[src/rtl/cache_line_reader.sv]
// cache_line_reader
//
// Reads one whole cache line out of the cache data RAM and streams it as
// words on a valid/ready interface. It is used on the writeback (eviction)
// path and by any block that drains a line to the memory bus.
//
// The RAM is modelled as registered address / unregistered data. The address
// register is ramReadAddress itself. A read is issued in cycle N when that
// register is loaded at the end of N. The RAM data is valid in cycle N+1 and
// is written into the output buffer at the end of N+1.
//
// Build option:
//   CACHE_LINE_READER_WRAP_EN  critical-word-first ordering. When defined,
//   this adds the startWord port. Words are then read from startWord upward,
//   wrapping modulo LINE_WORDS. When not defined, words are always read
//   0..LINE_WORDS-1.
//
// Ports:
//   clk, rst        rising-edge clock, synchronous active-high reset
//   start           line request, sampled only while busy=0
//   lineIndex       line to read, captured with start
//   startWord       first word of the line (wrap build only)
//   busy            transfer in progress
//   done            one-cycle pulse after the last word is handed over
//   ramReadAddress  RAM read address {line, word}
//   ramReadData     RAM read data, valid the cycle after an issue
//   outValid/outReady/outData/outLast  output word stream
//   fsmState        current FSM state (0 IDLE, 1 RUN, 2 DONE)
//
// Handshake: a word transfers on any rising edge where outValid=1 and
// outReady=1. Once outValid is raised, outValid, outData and outLast hold
// until that transfer. outValid never depends combinationally on outReady.
module cache_line_reader #(
    parameter int WIDTH      = 32,
    parameter int DEPTH      = 1024,
    parameter int LINE_WORDS = 8,
    localparam int ADDR_WIDTH  = $clog2(DEPTH),
    localparam int LINE_BITS   = $clog2(LINE_WORDS),
    localparam int INDEX_WIDTH = ADDR_WIDTH - LINE_BITS
) (
    input  logic                   clk,
    input  logic                   rst,
    input  logic                   start,
    input  logic [INDEX_WIDTH-1:0] lineIndex,
`ifdef CACHE_LINE_READER_WRAP_EN
    input  logic [LINE_BITS-1:0]   startWord,
`endif
    output logic                   busy,
    output logic                   done,
    output logic [ADDR_WIDTH-1:0]  ramReadAddress,
    input  logic [WIDTH-1:0]       ramReadData,
    output logic                   outValid,
    input  logic                   outReady,
    output logic [WIDTH-1:0]       outData,
    output logic                   outLast,
    output logic [1:0]             fsmState
);

    typedef enum logic [1:0] {
        IDLE = 2'd0,
        RUN  = 2'd1,
        DONE = 2'd2
    } stateT;

    localparam logic [LINE_BITS:0] LINE_COUNT = (LINE_BITS + 1)'(LINE_WORDS);
    localparam logic [LINE_BITS:0] LAST_INDEX = (LINE_BITS + 1)'(LINE_WORDS - 1);
    localparam logic [LINE_BITS:0] COUNT_ONE  = (LINE_BITS + 1)'(1);

    stateT                  state;
    logic [INDEX_WIDTH-1:0] lineReg;
    logic [LINE_BITS-1:0]   baseWord;     // first word of the line order
    logic [LINE_BITS:0]     issueCount;   // reads issued so far
    logic [LINE_BITS:0]     popCount;     // words handed downstream so far
    logic                   inFlight;     // a read was issued last cycle
    logic                   inFlightLast; // that read is the final word

    // Two-entry output buffer. The head entry drives the outputs directly.
    logic                   headValid;
    logic                   headLast;
    logic [WIDTH-1:0]       headData;
    logic                   tailValid;
    logic                   tailLast;
    logic [WIDTH-1:0]       tailData;

    logic [LINE_BITS-1:0]   reqWord;
    logic                   pop;
    logic                   accept;
    logic                   issue;
    logic [1:0]             occupancy;
    logic [LINE_BITS-1:0]   issueWord;

`ifdef CACHE_LINE_READER_WRAP_EN
    assign reqWord = startWord;
`else
    assign reqWord = '0;
`endif

    always_comb begin
        pop       = headValid && outReady;
        accept    = start && (state != RUN);
        occupancy = {1'b0, headValid} + {1'b0, tailValid} + {1'b0, inFlight};
        // Buffered plus in-flight words never exceed the two buffer entries,
        // so the captured read always has a free slot.
        issue     = (state == RUN) && (issueCount < LINE_COUNT) &&
                    ((occupancy < 2'd2) || ((occupancy == 2'd2) && pop));
        // Truncation to LINE_BITS gives the modulo-LINE_WORDS wrap.
        issueWord = issueCount[LINE_BITS-1:0] + baseWord;
    end

    always_ff @(posedge clk) begin
        if (rst) begin
            state          <= IDLE;
            busy           <= 1'b0;
            done           <= 1'b0;
            ramReadAddress <= '0;
            lineReg        <= '0;
            baseWord       <= '0;
            issueCount     <= '0;
            popCount       <= '0;
            inFlight       <= 1'b0;
            inFlightLast   <= 1'b0;
            headValid      <= 1'b0;
            headLast       <= 1'b0;
            headData       <= '0;
            tailValid      <= 1'b0;
            tailLast       <= 1'b0;
            tailData       <= '0;
        end else begin
            done <= 1'b0;
            case (state)
                IDLE, DONE: begin
                    state <= IDLE;
                    if (accept) begin
                        // The first word is issued in the accept cycle.
                        // This makes the address visible in C+1 and the data
                        // visible in C+2.
                        state          <= RUN;
                        busy           <= 1'b1;
                        lineReg        <= lineIndex;
                        baseWord       <= reqWord;
                        ramReadAddress <= {lineIndex, reqWord};
                        issueCount     <= COUNT_ONE;
                        popCount       <= '0;
                        inFlight       <= 1'b1;
                        inFlightLast   <= 1'b0;
                    end
                end

                RUN: begin
                    inFlight <= issue;
                    if (issue) begin
                        ramReadAddress <= {lineReg, issueWord};
                        issueCount     <= issueCount + COUNT_ONE;
                        inFlightLast   <= (issueCount == LAST_INDEX);
                    end

                    if (pop) begin
                        popCount <= popCount + COUNT_ONE;
                        if (popCount == LAST_INDEX) begin
                            state <= DONE;
                            busy  <= 1'b0;
                            done  <= 1'b1;
                        end
                    end

                    if (inFlight) begin
                        if (pop) begin
                            if (tailValid) begin
                                headData <= tailData;
                                headLast <= tailLast;
                                tailData <= ramReadData;
                                tailLast <= inFlightLast;
                            end else begin
                                headData <= ramReadData;
                                headLast <= inFlightLast;
                            end
                        end else if (headValid) begin
                            tailValid <= 1'b1;
                            tailData  <= ramReadData;
                            tailLast  <= inFlightLast;
                        end else begin
                            headValid <= 1'b1;
                            headData  <= ramReadData;
                            headLast  <= inFlightLast;
                        end
                    end else if (pop) begin
                        headValid <= tailValid;
                        headData  <= tailData;
                        headLast  <= tailLast;
                        tailValid <= 1'b0;
                    end
                end

                default: state <= IDLE;
            endcase
        end
    end

    assign outValid = headValid;
    assign outData  = headData;
    assign outLast  = headLast;
    assign fsmState = state;

endmodule

[config.mk]
export PLATFORM = sky130hd
export DESIGN_NAME = cache_line_reader
export DESIGN_NICKNAME = d
export VERILOG_FILES = /design/src/rtl/cache_line_reader.sv
export SDC_FILE = /design/constraint.sdc
export NUM_CORES = 1
export LEC_CHECK = 0
export BUFFER_PORTS_ARGS = -buffer_cell sky130_fd_sc_hd__buf_4
export CORE_UTILIZATION = 55
export CTS_CLUSTER_DIAMETER = 120
export CTS_CLUSTER_SIZE = 8
export DETAILED_ROUTE_END_ITERATION = 12
export GPL_TIMING_DRIVEN = 0
export PLACE_DENSITY_LB_ADDON = 0.1
export SETUP_SLACK_MARGIN = 0.2
export SYNTH_ARGS = -nofsm -noshare
export SYNTH_HDL_FRONTEND = slang
export SYNTH_SLANG_ARGS = --single-unit
[constraint.sdc]
create_clock -name clk -period 3.45 [get_ports clk]
set_clock_uncertainty 0.2 [all_clocks]
set_input_delay 0.345 -clock clk [delete_from_list [all_inputs] [get_ports clk]]
set_output_delay 0.345 -clock clk [all_outputs]
set_load 0.01 [all_outputs]
==> flow_summary.rst, run 1 <==
.. list-table::
   :header-rows: 1

   * - Metric
     - Value
   * - Final Setup Violations
     - 0
   * - Post-Synthesis Cell Area
     - 4500 µm²
   * - Arithmetic-cell share of the synthesized area counting full adders, half adders and majority gates
     - 0.0128
   * - Category of the worst setup path capture point
     - flip-flop
   * - Clock H-tree levels
     - 3
   * - Vias after detailed routing
     - 4,724
   * - Diode insertion count for antenna repair
     - 0
   * - Max Root-Sink Buffers
     - 2
   * - Height of the die
     - 92.4 µm
   * - Clock slew seen by the registers of the worst setup and hold paths
     - 0.09 ns
   * - Relative slew slack
     - 0.588
   * - Highest-count cells in the layout ignoring fill and taps
     - sky130_fd_sc_hd__dfxtp_1, sky130_fd_sc_hd__buf_4, sky130_fd_sc_hd__a21oi_1, sky130_fd_sc_hd__nand3_1, sky130_fd_sc_hd__a311oi_1
   * - Met3 Usage GRT
     - 0.0542
   * - Share of Yosys cell area claimed by the top area cell type
     - 0.441
   * - Dominant cell type by area after synthesis
     - sky130_fd_sc_hd__dfxtp_1
   * - Design area
     - 5500 µm²
   * - Clock tree root driver cell
     - sky130_fd_sc_hd__clkbuf_8
   * - Fraction of the mapped netlist area in compound gates
     - 0.279
   * - I/O Buffers
     - 88
   * - Synthesized netlist net count
     - 575
   * - Largest cells by area after synthesis
     - sky130_fd_sc_hd__dfxtp_1, sky130_fd_sc_hd__a311oi_1, sky130_fd_sc_hd__a21oi_1, sky130_fd_sc_hd__o31ai_1, sky130_fd_sc_hd__nand4_1
   * - Worst min-delay path category
     - in -> reg
   * - Antenna violation net count after detailed routing
     - 0
   * - Drt via density
     - 6.44
   * - Core footprint
     - 7810 µm²
   * - Max Slew Vio Count
     - 0
   * - Final weighted congestion of routability-driven global placement
     - 0.816
   * - Fraction of registers with async set or reset after synthesis
     - 0
   * - Clock tree sinks
     - 99
   * - Period minus WS final
     - 3.06 ns
   * - Worst IR drop on VDD
     - 0.346 mV
   * - Global-route wire length before repair
     - 21,300 µm
   * - Total GRT Usage
     - 0.312
   * - Die area
     - 8540 µm²
   * - Classification of the worst setup path
     - reg -> reg
   * - Register area share after synthesis
     - 0.441
   * - Final routed wire length divided by cell count
     - 17.9 µm
   * - Sum of overflow across all layers after global routing
     - 0
   * - Run status
     - completed
   * - Portion of netlist area occupied by mux cells
     - 0
   * - Largest net degree at the start of global routing
     - 16
   * - Post-Syn Instances
     - 528
   * - CTS tree
     - yes
   * - Main combinational cell family by area after synthesis
     - compound AO/OA/AOI/OAI gates
   * - Ys flop type
     - sky130_fd_sc_hd__dfxtp_1
   * - Nets
     - 674
   * - Setup repair after global routing missed its margin
     - false
   * - Final critical-path setup slack
     - 0.387 ns
   * - Leakage power of the design
     - 0.00196 µW
   * - Final routed wirelength across all metal layers
     - 13,100 µm
   * - Number of DRC violations after detailed-routing iteration 0
     - 267
   * - Number of setup buffers added after CTS
     - 0
   * - Dpl cells
     - 718
   * - TritonCTS Buffers
     - 9
   * - Max-cap check violation count
     - 0
   * - Most frequent standard cell in the layout excluding fill and tap cells
     - sky130_fd_sc_hd__dfxtp_1
   * - Slew of the pin with the lowest slew margin
     - 0.618 ns
   * - Count of yosys warnings during synthesis
     - 0
   * - Register bit count reported by yosys
     - 99
   * - Die Wd
     - 92.4 µm
   * - Distinct cells, synth
     - 43
   * - Most heavily used metal layer in global routing
     - met2
   * - DRC viols
     - 0
   * - Startpoint Class
     - flip-flop
   * - Crit share post-route
     - 0.888
   * - Site row count
     - 32
   * - Average cell area after synthesis
     - 8.52 µm²
   * - Final hold violations
     - 0
   * - DP Wirelength
     - 8930 µm
   * - Worst path required time
     - 3.48 ns
   * - Final standard cell count with taps included and fillers excluded
     - 733
   * - Post-synthesis simple-gate area fraction
     - 0.194
   * - Xor-xnor portion of the synthesized cell area
     - 0
   * - Data arrival, critical path
     - 3.09 ns
   * - Initial Utilization
     - 0.576
   * - Met2 Resource Use GR
     - 0.503
   * - Worst slack at placement
     - 0.351 ns
   * - Number of enable-type register cells in the synthesized netlist
     - 0
   * - M1 GR Usage
     - 0.407
   * - Growth of design area from synthesis to finish
     - 22.3%
   * - PwrDens
     - 445 nW/µm²
   * - Total iterations of the first detailed-routing run
     - 5
   * - Via count of the first global-routing pass
     - 4,309
   * - Antenna violations before repair
     - 0
   * - Skew-Pair Late Insertion Delay
     - 0.37 ns
   * - Count of boundary I/O pins
     - 91
   * - Total cell area at the placement stage
     - 5290 µm²
   * - Top fanout value on the critical path
     - 10
   * - Share of post-route cells with drive strength above 1
     - 0.222
   * - Max Clock Freq
     - 0.327 GHz
   * - Post-route setup TNS
     - 0 ns
[logic make-up (layout without fill, tap and decap cells)]
logic type                 Yosys count  count (layout)
buffers and inverters               74             177
DFF                                 99              99
adders and majority gates            4               4
and+or+nand+nor                    164             164
AOI/OAI and AO/OA                  187             187
[worst max-delay path: stages (launching register included)]
cell                        delay (ns)
sky130_fd_sc_hd__dfxtp_1          0.37
sky130_fd_sc_hd__buf_4            0.19
sky130_fd_sc_hd__buf_2            0.26
sky130_fd_sc_hd__clkinv_1         0.24
sky130_fd_sc_hd__buf_2            0.26
sky130_fd_sc_hd__fa_1             0.54
sky130_fd_sc_hd__a31o_2           0.31
sky130_fd_sc_hd__clkbuf_2         0.20
sky130_fd_sc_hd__o2111ai_1        0.26
sky130_fd_sc_hd__a21oi_1          0.10
[Yosys cell counts, types with 2 or more instances]
cell                        n
sky130_fd_sc_hd__dfxtp_1   99
sky130_fd_sc_hd__a21oi_1   51
sky130_fd_sc_hd__nand3_1   42
sky130_fd_sc_hd__a311oi_1  41
sky130_fd_sc_hd__clkbuf_1  37
sky130_fd_sc_hd__o21ai_0   35
sky130_fd_sc_hd__nand4_1   34
sky130_fd_sc_hd__o31ai_1   34
sky130_fd_sc_hd__nor3_1    33
sky130_fd_sc_hd__nand2_1   32
sky130_fd_sc_hd__buf_2     24
sky130_fd_sc_hd__a211oi_1   8
sky130_fd_sc_hd__buf_4      6
sky130_fd_sc_hd__nand2b_1   5
sky130_fd_sc_hd__o211ai_1   5
sky130_fd_sc_hd__inv_1      4
sky130_fd_sc_hd__nor2_1     4
sky130_fd_sc_hd__ha_1       3
sky130_fd_sc_hd__o21a_1     3
sky130_fd_sc_hd__a31oi_1    2
sky130_fd_sc_hd__and3_1     2
sky130_fd_sc_hd__nor2b_1    2
sky130_fd_sc_hd__or3_1      2
[power breakdown]
part | internal (µW) | total [µW] | leakage [µW] | switching (µW)
clock network | 407 | 811 | 0.0000996 | 403
logic | 168 | 415 | 0.00105 | 247
registers | 1190 | 1220 | 0.000805 | 29.1
total | 1770 | 2450 | 0.00196 | 680
[metal layers]
layer / part of all wire / wire [µm]
met4: 0.029 / 384
met1: 0.43 / 5630
met2: 0.47 / 6240
met5: 0 / 0
met3: 0.068 / 895
[final timing paths]
path / from / endpoint / slack (ns) / cells past startpoint
max: outValid$_SDFFE_PP0P_ / inFlightLast$_SDFFE_PP0P_ / 0.39 / 9
min: lineIndex[5] / lineReg[5]$_SDFFE_PP0P_ / 0.03 / 3
max reg2reg: outValid$_SDFFE_PP0P_ / inFlightLast$_SDFFE_PP0P_ / 0.39 / 9
min reg2reg: lineReg[3]$_SDFFE_PP0P_ / lineReg[3]$_SDFFE_PP0P_ / 0.26 / 2
[per-stage QoR]
step | utilization | hold slack (ns) | total power [µW]
floorplan | - | 0.237 | 1480
global placement | 0.677 | 0.241 | 1650
detailed placement | 0.677 | 0.252 | 1660
CTS | 0.704 | 0.0291 | 2440
global route | 0.705 | 0.0364 | 2530
finish | 0.705 | 0.0312 | 2450
[state kept, by name, indices dropped and copies added, names as in the netlist]
register,cells
outData,32
lineReg,7
tailLast,1
inFlightLast,1
tailValid,1
inFlight,1
popCount,4
ramReadAddress,10
issueCount,4
busy,1
outValid,1
done,1
tailData,32
fsmState,2
outLast,1
[final cells by class]
type	instances	area, µm²
Buffer	68	309
Clock buffer	11	131
Clock inverter	4	76.3
Fill cell	664	2310
Inverter	6	22.5
Multi-Input combinational cell	355	2190
Sequential cell	99	1980
Tap cell	102	128
Timing Repair Buffer	88	661
[repair_timing]
action | CTS | global route
endpoints found under the setup margin | 0 | 11
gates resized for setup | 0 | 3
hold buffers | 0 | 0
Note: power is estimated with default switching activity, not from simulation.
==> run 2: changes to the inputs <==
- CTS_BUF_LIST: not set -> sky130_fd_sc_hd__clkbuf_4
- CTS_CLUSTER_DIAMETER: 120 -> not set
==> flow_summary.rst, run 2 (synthesis results as in run 1) <==
.. list-table::
   :header-rows: 1

   * - Metric
     - Value
   * - Total iterations of the first detailed-routing run
     - 5 (unchanged)
   * - Crit share post-route
     - 0.888 (about the same)
   * - CP cell instances
     - buf_4 -> buf_2 -> clkinv_1 -> buf_2 -> fa_1 -> a31o_2 -> clkbuf_2 -> o2111ai_1 -> a21oi_1
   * - Skew-Pair Late Insertion Delay
     - 0.46 ns (+0.09 ns)
   * - Delay of the slowest cell on the worst path
     - 0.53 ns (about the same)
   * - Final hold slack
     - 0.0601 ns (+0.0289 ns)
   * - Max Clock Freq
     - 0.326 GHz (about the same)
   * - Internal power
     - 1700 µW (-3.9%)
   * - TritonCTS Buffers
     - 9 (unchanged)
   * - Run status
     - completed
   * - FF-to-FF Start
     - outValid$_SDFFE_PP0P_
   * - Number of setup buffers added after CTS
     - 0 (unchanged)
   * - Combinational cell fraction of total power
     - 0.190 (+0.020)
   * - Die Wd
     - 92.4 µm (unchanged)
   * - Setup slack, reg-to-reg
     - 0.39 ns (about the same)
   * - Drt via density
     - 6.40 (-0.69%)
   * - Slew of the pin with the lowest slew margin
     - 0.641 ns (+0.0224 ns)
   * - Worst path required time
     - 3.59 ns (+0.11 ns)
   * - Clock slew seen by the registers of the worst setup and hold paths
     - 0.14 ns (+0.05 ns)
   * - Share of power burned in the clock network
     - 0.295 (-0.036)
   * - Top fanout value on the critical path
     - 10 (unchanged)
   * - Largest net degree at the start of global routing
     - 16 (unchanged)
   * - Worst min-delay path category
     - in -> reg
   * - Category of the worst setup path capture point
     - flip-flop
   * - Site row count
     - 32 (unchanged)
   * - Antenna violation net count after detailed routing
     - 0 (unchanged)
   * - Max-cap check violation count
     - 0 (unchanged)
   * - Via count of the first global-routing pass
     - 4,591 (+6.5%)
   * - Nets
     - 713 (+5.8%)
   * - Die area
     - 8540 µm² (unchanged)
   * - Reg2Reg Depth
     - 9 (unchanged)
   * - Height of the die
     - 92.4 µm (unchanged)
   * - Period minus WS final
     - 3.06 ns (+0.00161 ns)
   * - Classification of the worst setup path
     - reg -> reg
   * - Max Root-Sink Buffers
     - 2 (unchanged)
   * - Final hold violations
     - 0 (unchanged)
   * - Clock H-tree levels
     - 3 (unchanged)
   * - Data arrival, critical path
     - 3.20 ns (+0.11 ns)
   * - DP Wirelength
     - 8930 µm (unchanged)
   * - DRC viols
     - 0 (unchanged)
   * - CTS tree
     - yes
   * - Growth of design area from synthesis to finish
     - 29.9%
   * - Slowest library cell on the worst path
     - sky130_fd_sc_hd__fa_1
   * - Final Setup Violations
     - 0 (unchanged)
   * - Crit path capture
     - inFlightLast$_SDFFE_PP0P_
   * - Global-route wire length before repair
     - 22,400 µm (+5.1%)
   * - Highest-count cells in the layout ignoring fill and taps
     - sky130_fd_sc_hd__dfxtp_1, sky130_fd_sc_hd__buf_4, sky130_fd_sc_hd__a21oi_1, sky130_fd_sc_hd__nand3_1, sky130_fd_sc_hd__a311oi_1
   * - Final routed wirelength across all metal layers
     - 13,900 µm (+5.4%)
   * - Total GRT Usage
     - 0.331 (+0.0190)
   * - Number of DRC violations after detailed-routing iteration 0
     - 226 (-15%)
   * - I/O Buffers
     - 88 (unchanged)
   * - Leakage power of the design
     - 0.00210 µW (+7.5%)
   * - Antenna violations before repair
     - 0 (unchanged)
   * - Core footprint
     - 7810 µm² (unchanged)
   * - Worst IR drop on VDD
     - 0.258 mV (-25%)
   * - Most frequent standard cell in the layout excluding fill and tap cells
     - sky130_fd_sc_hd__dfxtp_1
   * - Clock tree root driver cell
     - sky130_fd_sc_hd__clkbuf_4
   * - Startpoint Class
     - flip-flop
   * - Final routed wire length divided by cell count
     - 17.9 µm (about the same)
   * - PwrDens
     - 406 nW/µm² (-8.6%)
   * - Net Sw Frac
     - 0.285 (+0.00689)
   * - Final weighted congestion of routability-driven global placement
     - 0.816 (unchanged)
   * - Number of fill cells in the layout
     - 618 (-6.9%)
   * - Crit path from
     - outValid$_SDFFE_PP0P_
   * - Vias after detailed routing
     - 4,941 (+4.6%)
   * - Cell occurring most often along the worst timing path
     - sky130_fd_sc_hd__buf_2
   * - Post-route setup TNS
     - 0 ns (unchanged)
   * - Part of the total power dissipated in sequential elements
     - 0.515 (+0.016)
   * - Setup repair after global routing missed its margin
     - false
   * - Share of post-route cells with drive strength above 1
     - 0.212 (-0.00993)
   * - Total net switching power
     - 676 µW (-0.55%)
   * - Relative slew slack
     - 0.573 (-0.0149)
   * - Max Slew Vio Count
     - 0 (unchanged)
   * - Count of boundary I/O pins
     - 91 (unchanged)
   * - Initial Utilization
     - 0.576 (unchanged)
   * - Diode insertion count for antenna repair
     - 0 (unchanged)
   * - Clock tree sinks
     - 99 (unchanged)
   * - Sum of overflow across all layers after global routing
     - 0 (unchanged)
   * - Critical R2R Capture
     - inFlightLast$_SDFFE_PP0P_
## run 2: how the worst min path moves through the flow
| stage | start | endpoint | slack, ns | depth (start not counted) |
|---|---|---|---|---|
| 2_1_floorplan | lineReg[0]$_SDFFE_PP0P_ | lineReg[0]$_SDFFE_PP0P_ | 0.24 | 2 |
| 3_3_place_gp | lineReg[6]$_SDFFE_PP0P_ | lineReg[6]$_SDFFE_PP0P_ | 0.24 | 2 |
| 3_5_place_dp | lineReg[3]$_SDFFE_PP0P_ | lineReg[3]$_SDFFE_PP0P_ | 0.25 | 2 |
| 4_1_cts | outReady | tailValid$_SDFFE_PP0P_ | 0.05 | 3 |
| 5_1_grt | outReady | tailValid$_SDFFE_PP0P_ | 0.08 | 3 |
| 6_report | outReady | tailValid$_SDFFE_PP0P_ | 0.06 | 3 |
## run 2: repair_timing
action,CTS,global route
hold buffers,39,0
resized for setup,0,3
setup endpoints to repair,0,11
hold endpoints to repair,73,0
## run 2: worst max-delay path: cells and delay by family (launching register included)
| family | cells | cell delay, ns |
|---|---|---|
| DFF | 1 | 0.40 |
| AOI/OAI and AO/OA | 3 | 0.68 |
| buffers and inverters | 5 | 1.13 |
| adders and majority gates | 1 | 0.53 |
## run 2: routing by layer
metal  vias to the layer above  GRT usage  part of all wire
li1                       2301          -                 -
met1                      2334      0.425              0.42
met2                       250      0.538              0.48
met3                        56     0.0411             0.061
met4                         0      0.188             0.039
met5                         -          0                 0
## run 2: per-stage QoR
step                power, µW  area, µm²  worst slack, ns  utilization  std cells
finish                   2370       5840            0.386        0.748        772
global route             2470       5840            0.248        0.748        772
global placement         1650       5290            0.407        0.677        718
floorplan                1480       4500            0.782            -        528
CTS                      2370       5840            0.294        0.747        772
detailed placement       1660       5290            0.351        0.677        718
## run 2: area by class of cell
type,instances,area [µm²],area share
Tap cell,102,128,0.0218
Multi-Input combinational cell,355,2190,0.375
Sequential cell,99,1980,0.339
Inverter,6,22.5,0.00385
Clock buffer,11,82.6,0.0141
Clock inverter,4,76.3,0.0131
Buffer,68,309,0.0529
Timing Repair Buffer,127,1050,0.180
## run 2: power groups by stage
stage	sequential, µW	clock, µW	combinational (µW)
CTS	1220	698	445
global placement	1250	0	400
finish	1220	699	452
floorplan	1260	0	215
detailed placement	1250	0	409
global route	1230	746	491
